[src/rtl/mult_div_unit_if.sv]
// Operand/result bundle between the multicycle datapath control and the
// multiply/divide unit.
interface mult_div_unit_if #(
    parameter int WIDTH = 32
);
    logic             mult_start;
    logic             div_start;
    logic [WIDTH-1:0] op_a;
    logic [WIDTH-1:0] op_b;
    logic [WIDTH-1:0] hi;
    logic [WIDTH-1:0] lo;
    logic             busy;
    logic             done;
    logic             div_zero;

    modport master (
        output mult_start, div_start, op_a, op_b,
        input  hi, lo, busy, done, div_zero
    );

    modport slave (
        input  mult_start, div_start, op_a, op_b,
        output hi, lo, busy, done, div_zero
    );
endinterface

[src/rtl/mult_div_unit.sv]
// Signed 32-iteration shift-add multiplier and restoring divider feeding the
// MIPS HI/LO registers; one result bit per clock, sign fix-up on the last edge.
module mult_div_unit #(
    parameter int WIDTH = 32
) (
    input  logic           clock,
    input  logic           reset,
    mult_div_unit_if.slave bus
);
    localparam int               CNT_W     = $clog2(WIDTH);
    localparam logic [CNT_W-1:0] LAST_ITER = CNT_W'(WIDTH - 1);

    typedef enum logic [1:0] {IDLE, MULT, DIV, DONE} state_t;

    state_t            state;
    logic [CNT_W-1:0]  iter;
    logic [WIDTH:0]    work_hi;
    logic [WIDTH-1:0]  work_lo;
    logic [WIDTH-1:0]  addend;
    logic              res_neg;
    logic              dvd_neg;

    function automatic logic signed [WIDTH-1:0] apply_sign(
        input logic signed [WIDTH-1:0] v, input logic neg);
        return neg ? -v : v;
    endfunction

    function automatic logic signed [2*WIDTH-1:0] apply_sign_wide(
        input logic signed [2*WIDTH-1:0] v, input logic neg);
        return neg ? -v : v;
    endfunction

    function automatic logic [WIDTH-1:0] magnitude(input logic signed [WIDTH-1:0] v);
        return apply_sign(v, v[WIDTH-1]);
    endfunction

    logic signed [WIDTH-1:0] a_s;
    logic signed [WIDTH-1:0] b_s;
    logic                    can_start;
    logic                    take_mult;
    logic                    take_div;

    assign a_s       = bus.op_a;
    assign b_s       = bus.op_b;
    assign can_start = (state == IDLE) || (state == DONE);
    assign take_mult = can_start && bus.mult_start;
    assign take_div  = can_start && bus.div_start && !bus.mult_start;

    logic [WIDTH-1:0] addend_sel;
    logic [WIDTH:0]   sum;
    logic [WIDTH:0]   shifted;
    logic [WIDTH+1:0] trial;
    logic [WIDTH:0]   nxt_hi;
    logic [WIDTH-1:0] nxt_lo;

    // Multiply: add into the upper half, then shift {carry, hi, lo} right.
    // Divide: shift the next dividend bit into the remainder and try a subtract.
    always_comb begin
        addend_sel = work_lo[0] ? addend : '0;
        sum        = {1'b0, work_hi[WIDTH-1:0]} + {1'b0, addend_sel};
        shifted    = {work_hi[WIDTH-1:0], work_lo[WIDTH-1]};
        trial      = {1'b0, shifted} - {2'b00, addend};
        nxt_hi     = work_hi;
        nxt_lo     = work_lo;
        if (state == MULT) begin
            nxt_hi = {1'b0, sum[WIDTH:1]};
            nxt_lo = {sum[0], work_lo[WIDTH-1:1]};
        end else if (trial[WIDTH+1]) begin
            nxt_hi = shifted;
            nxt_lo = {work_lo[WIDTH-2:0], 1'b0};
        end else begin
            nxt_hi = trial[WIDTH:0];
            nxt_lo = {work_lo[WIDTH-2:0], 1'b1};
        end
    end

    logic signed [2*WIDTH-1:0] prod_s;
    logic signed [WIDTH-1:0]   quo_s;
    logic signed [WIDTH-1:0]   rem_s;

    assign prod_s = apply_sign_wide({nxt_hi[WIDTH-1:0], nxt_lo}, res_neg);
    assign quo_s  = apply_sign(nxt_lo, res_neg);
    assign rem_s  = apply_sign(nxt_hi[WIDTH-1:0], dvd_neg);

    always_ff @(posedge clock or negedge reset) begin
        if (!reset) begin
            state        <= IDLE;
            iter         <= '0;
            work_hi      <= '0;
            work_lo      <= '0;
            addend       <= '0;
            res_neg      <= 1'b0;
            dvd_neg      <= 1'b0;
            bus.hi       <= '0;
            bus.lo       <= '0;
            bus.busy     <= 1'b0;
            bus.done     <= 1'b0;
            bus.div_zero <= 1'b0;
        end else begin
            bus.done     <= 1'b0;
            bus.div_zero <= 1'b0;
            case (state)
                IDLE, DONE: begin
                    state    <= IDLE;
                    bus.busy <= 1'b0;
                    iter     <= '0;
                    if (take_mult) begin
                        state    <= MULT;
                        bus.busy <= 1'b1;
                        addend   <= magnitude(a_s);
                        work_lo  <= magnitude(b_s);
                        work_hi  <= '0;
                        res_neg  <= a_s[WIDTH-1] ^ b_s[WIDTH-1];
                        dvd_neg  <= a_s[WIDTH-1];
                    end else if (take_div) begin
                        if (bus.op_b == '0) begin
                            // Zero divisor: flag it and leave HI/LO untouched.
                            state        <= DONE;
                            bus.done     <= 1'b1;
                            bus.div_zero <= 1'b1;
                        end else begin
                            state    <= DIV;
                            bus.busy <= 1'b1;
                            addend   <= magnitude(b_s);
                            work_lo  <= magnitude(a_s);
                            work_hi  <= '0;
                            res_neg  <= a_s[WIDTH-1] ^ b_s[WIDTH-1];
                            dvd_neg  <= a_s[WIDTH-1];
                        end
                    end
                end
                MULT, DIV: begin
                    work_hi <= nxt_hi;
                    work_lo <= nxt_lo;
                    iter    <= iter + CNT_W'(1);
                    if (iter == LAST_ITER) begin
                        state    <= DONE;
                        bus.busy <= 1'b0;
                        bus.done <= 1'b1;
                        if (state == MULT) begin
                            {bus.hi, bus.lo} <= prod_s;
                        end else begin
                            bus.hi <= rem_s;
                            bus.lo <= quo_s;
                        end
                    end
                end
                default: state <= IDLE;
            endcase
        end
    end
endmodule

[src/flat_wrapper.sv]
// flat-port wrapper written by rule: the top's interface ports become plain ports
module mult_div_unit_flat 
#(
    parameter int WIDTH = 32
)
  (clock, reset, bus_mult_start, bus_div_start, bus_op_a, bus_op_b, bus_hi, bus_lo, bus_busy, bus_done, bus_div_zero);
  mult_div_unit_if #(.WIDTH(WIDTH)) bus_i ();
  input  logic clock;
  input  logic reset;
  input wire logic [$bits(bus_i.mult_start)-1:0] bus_mult_start;
  input wire logic [$bits(bus_i.div_start)-1:0] bus_div_start;
  input wire logic [$bits(bus_i.op_a)-1:0] bus_op_a;
  input wire logic [$bits(bus_i.op_b)-1:0] bus_op_b;
  output wire logic [$bits(bus_i.hi)-1:0] bus_hi;
  output wire logic [$bits(bus_i.lo)-1:0] bus_lo;
  output wire logic [$bits(bus_i.busy)-1:0] bus_busy;
  output wire logic [$bits(bus_i.done)-1:0] bus_done;
  output wire logic [$bits(bus_i.div_zero)-1:0] bus_div_zero;
  assign bus_i.mult_start = bus_mult_start;
  assign bus_i.div_start = bus_div_start;
  assign bus_i.op_a = bus_op_a;
  assign bus_i.op_b = bus_op_b;
  assign bus_hi = bus_i.hi;
  assign bus_lo = bus_i.lo;
  assign bus_busy = bus_i.busy;
  assign bus_done = bus_i.done;
  assign bus_div_zero = bus_i.div_zero;
  mult_div_unit #(.WIDTH(WIDTH)) u_core (.clock(clock), .reset(reset), .bus(bus_i));
endmodule
[config.mk]
export PLATFORM = sky130hd
export DESIGN_NAME = mult_div_unit_flat
export DESIGN_NICKNAME = d
export VERILOG_FILES = /design/src/rtl/mult_div_unit_if.sv /design/src/rtl/mult_div_unit.sv /design/src/flat_wrapper.sv
export SDC_FILE = /design/constraint.sdc
export NUM_CORES = 1
export LEC_CHECK = 0
export CAP_MARGIN = 20
export CELL_PAD_IN_SITES_DETAIL_PLACEMENT = 0
export CELL_PAD_IN_SITES_GLOBAL_PLACEMENT = 1
export CORE_UTILIZATION = 40
export DETAILED_ROUTE_END_ITERATION = 12
export PLACE_DENSITY_LB_ADDON = 0.1
export SLEW_MARGIN = 20
export SYNTH_ARGS = -nofsm -noshare
export SYNTH_HDL_FRONTEND = slang
export SYNTH_SLANG_ARGS = --single-unit
[constraint.sdc]
create_clock -name clock -period 5.95 [get_ports clock]
set_input_delay 1.785 -clock clock [delete_from_list [all_inputs] [get_ports clock]]
set_output_delay 1.785 -clock clock [all_outputs]
set_load 0.05 [all_outputs]
==> flow_summary_export.csv <==
group,metric,value,unit
clock_network,clkTransAtPathRegs,0.07,ns
detailed_routing,dr.pass1.iters,8,
synth,yosysTopAreaCellShare,28.69,%
worst_setup_path,cp_max_fo,6,
worst_setup_path,path_delay_family,"simple AND/OR/NAND/NOR gates",
die,ios,135,
synth,avgSynthCellArea,7.962,sq um
global_routing,gr-total-overflow,0,
die,dieArea,0.03828,sq mm
synth,synthArstFlopShare,100.0,%
clock_network,h-tree-depth,4,
worst_setup_path,worstSetupEndpointType,"flop",
finish,fillers,3737,
synth,ys_seq_area_share,28.69,%
min_path,hold_path.class,"flop to flop",
sta,setup_ws,0.4790,ns
synth,yosysTopAreaCell,"dfrtp_1",
synth,synth_nets,2025,
power,pwr_density_cell,668.3,mW/mm^2
worst_setup_path,crit_slowest_cell,"or4_1",
sta,min_period_over_period,91.95,%
worst_setup_path,reg2reg_to,"u_core.bus.hi[30]",
placed_design,pre_cts_slack,0.1089,ns
detailed_routing,drt_iter0_drc,1145,
clock_network,cts_made_buffers,17,
worst_setup_path,start_kind,"flop",
placed_design,dp.final_hpwl,47.08,mm
worst_setup_path,r2r_cells,20,
global_routing,grt_pass1_vias,14519,
sta,slew_violations,0,
min_path,hold_path_end,"u_core.iter[0]",
power,p_leak,7.411,nW
finish,final_common_cell,"nand2_1",
finish,area_delta_synth_final,17.92,%
worst_setup_path,r2r_slack,0.48,ns
synth,synth_cells,1884,
synth,synth_area,0.01500,sq mm
power,ir_drop,279.6,uV
sta,setup_viol,0,
finish,post-route-util,48.09,%
placed_design,port_buffers,134,
worst_setup_path,critPathRequiredTime,6.27,ns
die,dieHeight,195.7,um
sta,fin_setup_tns,0,ns
power,total_power,11.82,mW
worst_setup_path,critPathMaxStageDelay,0.59,ns
worst_setup_path,arrival,5.80,ns
synth,yosys_warnings,0,
min_path,whs_path_depth,1,
synth,ys_seq_elements,172,
die,rows,70,
detailed_routing,via_per_inst,6.008,
global_routing,antenna_found_initial,4,
synth,synthTopCellsByArea,"dfrtp_1, o21ai_0, nand2_1, ha_1, xor2_1",
worst_setup_path,critPathKind,"flop to flop",
worst_setup_path,critPathBufInv,2,
finish,drive_above_1_share,8.453,%
sta,rsz0062_at_grt,"no",
detailed_routing,wirelength,59.06,mm
worst_setup_path,path_cells,"inv_1, ha_1, a21oi_1, o21ai_0, a32o_1, and2_4, o41ai_4, ha_1, o21ai_0, or4_1, nor3b_1, buf_4, nand3_1, o21bai_1, and2_1, and4_1, nand2_1, nor3b_1, or4_1, nand3_1",
detailed_routing,drc,0,
sta,fin_worst_skew,0.01183,ns
sta,finalHoldViolations,0,
run_status,outcome,"finished clean",
clock_network,ctsResizeCount,0,
clock_network,insertion_delay,0.45,ns
sta,period_needed,5.471,ns
global_routing,gr-usage-all-layers,31.03,%
min_path,holdCritStartpoint,"u_core.iter[0]",
global_routing,grt_max_degree,120,
finish,fin_nets,2152,
synth,synthFlopType,"dfrtp_1",
clock_network,cts_tree,"yes",
clock_network,hold_buffers,0,
clock_network,cts_root_buf,"clkbuf_16",
sta,timing.hold.ws,0.4641,ns
sta,max_slew_margin,29.65,%
worst_setup_path,timing.rr.start,"u_core.addend[16]",
detailed_routing,routedWlPerCell,23.70,um
global_routing,grt_pass1_wl,88.71,mm
detailed_routing,antenna_left,0,
synth,synth_edf_count,0,
placed_design,gp_congestion,1.001,
sta,worst_pin_slew,1.029,ns
clock_network,post-cts-setup-buffers,0,
detailed_routing,vias,14973,
die,initial_core_util,40.78,%
run,max_cap_violations,0,
synth,ys_types,95,
sta,max_freq,0.1828,GHz
clock_network,clock_path_buffers,2,
clock_network,cts_sinks,172,
die,core_area,0.03679,sq mm
finish,final_cell_mix,"nand2_1, o21ai_0, dfrtp_1, clkdlybuf4s50_1, a21oi_1",
die,die_x,195.7,um
==> state kept, by name, summed over array words and instances, names as in the netlist, 2 cells and up <==
register / cells
u_core.work_hi: 32
u_core.iter: 5
u_core.bus.lo: 32
u_core.state: 2
u_core.bus.hi: 32
u_core.addend: 32
u_core.work_lo: 32
==> final cells by class <==
type / count / area [sq um] / area share, %
Tap cell: 468 / 585.6 / 3.310
Inverter: 62 / 232.7 / 1.316
Sequential cell: 172 / 4304 / 24.33
Multi-Input combinational cell: 1544 / 10010 / 56.62
Clock buffer: 19 / 432.9 / 2.447
Antenna cell: 1 / 2.502 / 0.01415
Clock inverter: 12 / 115.1 / 0.6508
Timing Repair Buffer: 214 / 2001 / 11.31
==> per-layer routing <==
metal | GRT usage (%) | part of all wire [%] | vias up
met1 | 37.43 | 40 | 7237
li1 | - | - | 7138
met3 | 3.782 | 5.0 | 114
met4 | 15.48 | 5.2 | 0
met2 | 54.54 | 49 | 484
met5 | 0 | 0 | -
==> cells in the mapped netlist, types with 27 or more instances <==
master    count
clkbuf_1     69
dfrtp_1     172
nand2_1     248
ha_1         71
inv_1        62
and2_1       45
xor2_1       76
mux2i_1      44
nor2_1      120
a31oi_1      29
xnor2_1      72
nand3_1      35
nor3_1       27
a21oi_1     128
o21ai_0     204
==> kinds of logic (layout without fill, tap and decap cells) <==
group | after synthesis | count (layout) | synth area share, %
AND/OR/NAND/NOR | 637 | 637 | 21.10
flip-flops | 172 | 172 | 28.69
other | 0 | 1 | 0
adder cells (fa/ha/maj) | 73 | 73 | 6.189
AO/OA/AOI/OAI | 629 | 629 | 26.72
multiplexers | 57 | 57 | 3.912
XOR/XNOR | 148 | 148 | 8.641
buffers and inverters | 168 | 307 | 4.746
==> worst max-delay path by stage <==
stage / depth (start not counted) / end / startpoint
2_1_floorplan: 14 / u_core.work_lo[21] / bus_op_b[0]
5_1_grt: 20 / u_core.bus.hi[30] / u_core.addend[20]
4_1_cts: 13 / u_core.work_lo[21] / bus_op_b[0]
3_5_place_dp: 13 / u_core.work_lo[21] / bus_op_b[0]
6_report: 20 / u_core.bus.hi[30] / u_core.addend[16]
3_3_place_gp: 13 / u_core.work_lo[21] / bus_op_b[0]
==> where the power goes <==
part	total, mW	switching (mW)	internal (mW)
registers	2.04	0.510	1.53
logic	8.67	5.39	3.28
clock network	1.11	0.533	0.578
total	11.8	6.44	5.38
==> through the flow <==
stage / cell area (sq um) / cells
5_1_grt: 17690 / 2491
4_1_cts: 17650 / 2490
3_3_place_gp: 17110 / 2459
2_1_floorplan: 15000 / 1884
3_5_place_dp: 17110 / 2459
6_report: 17690 / 2492
(Power assumes the default switching activity.)
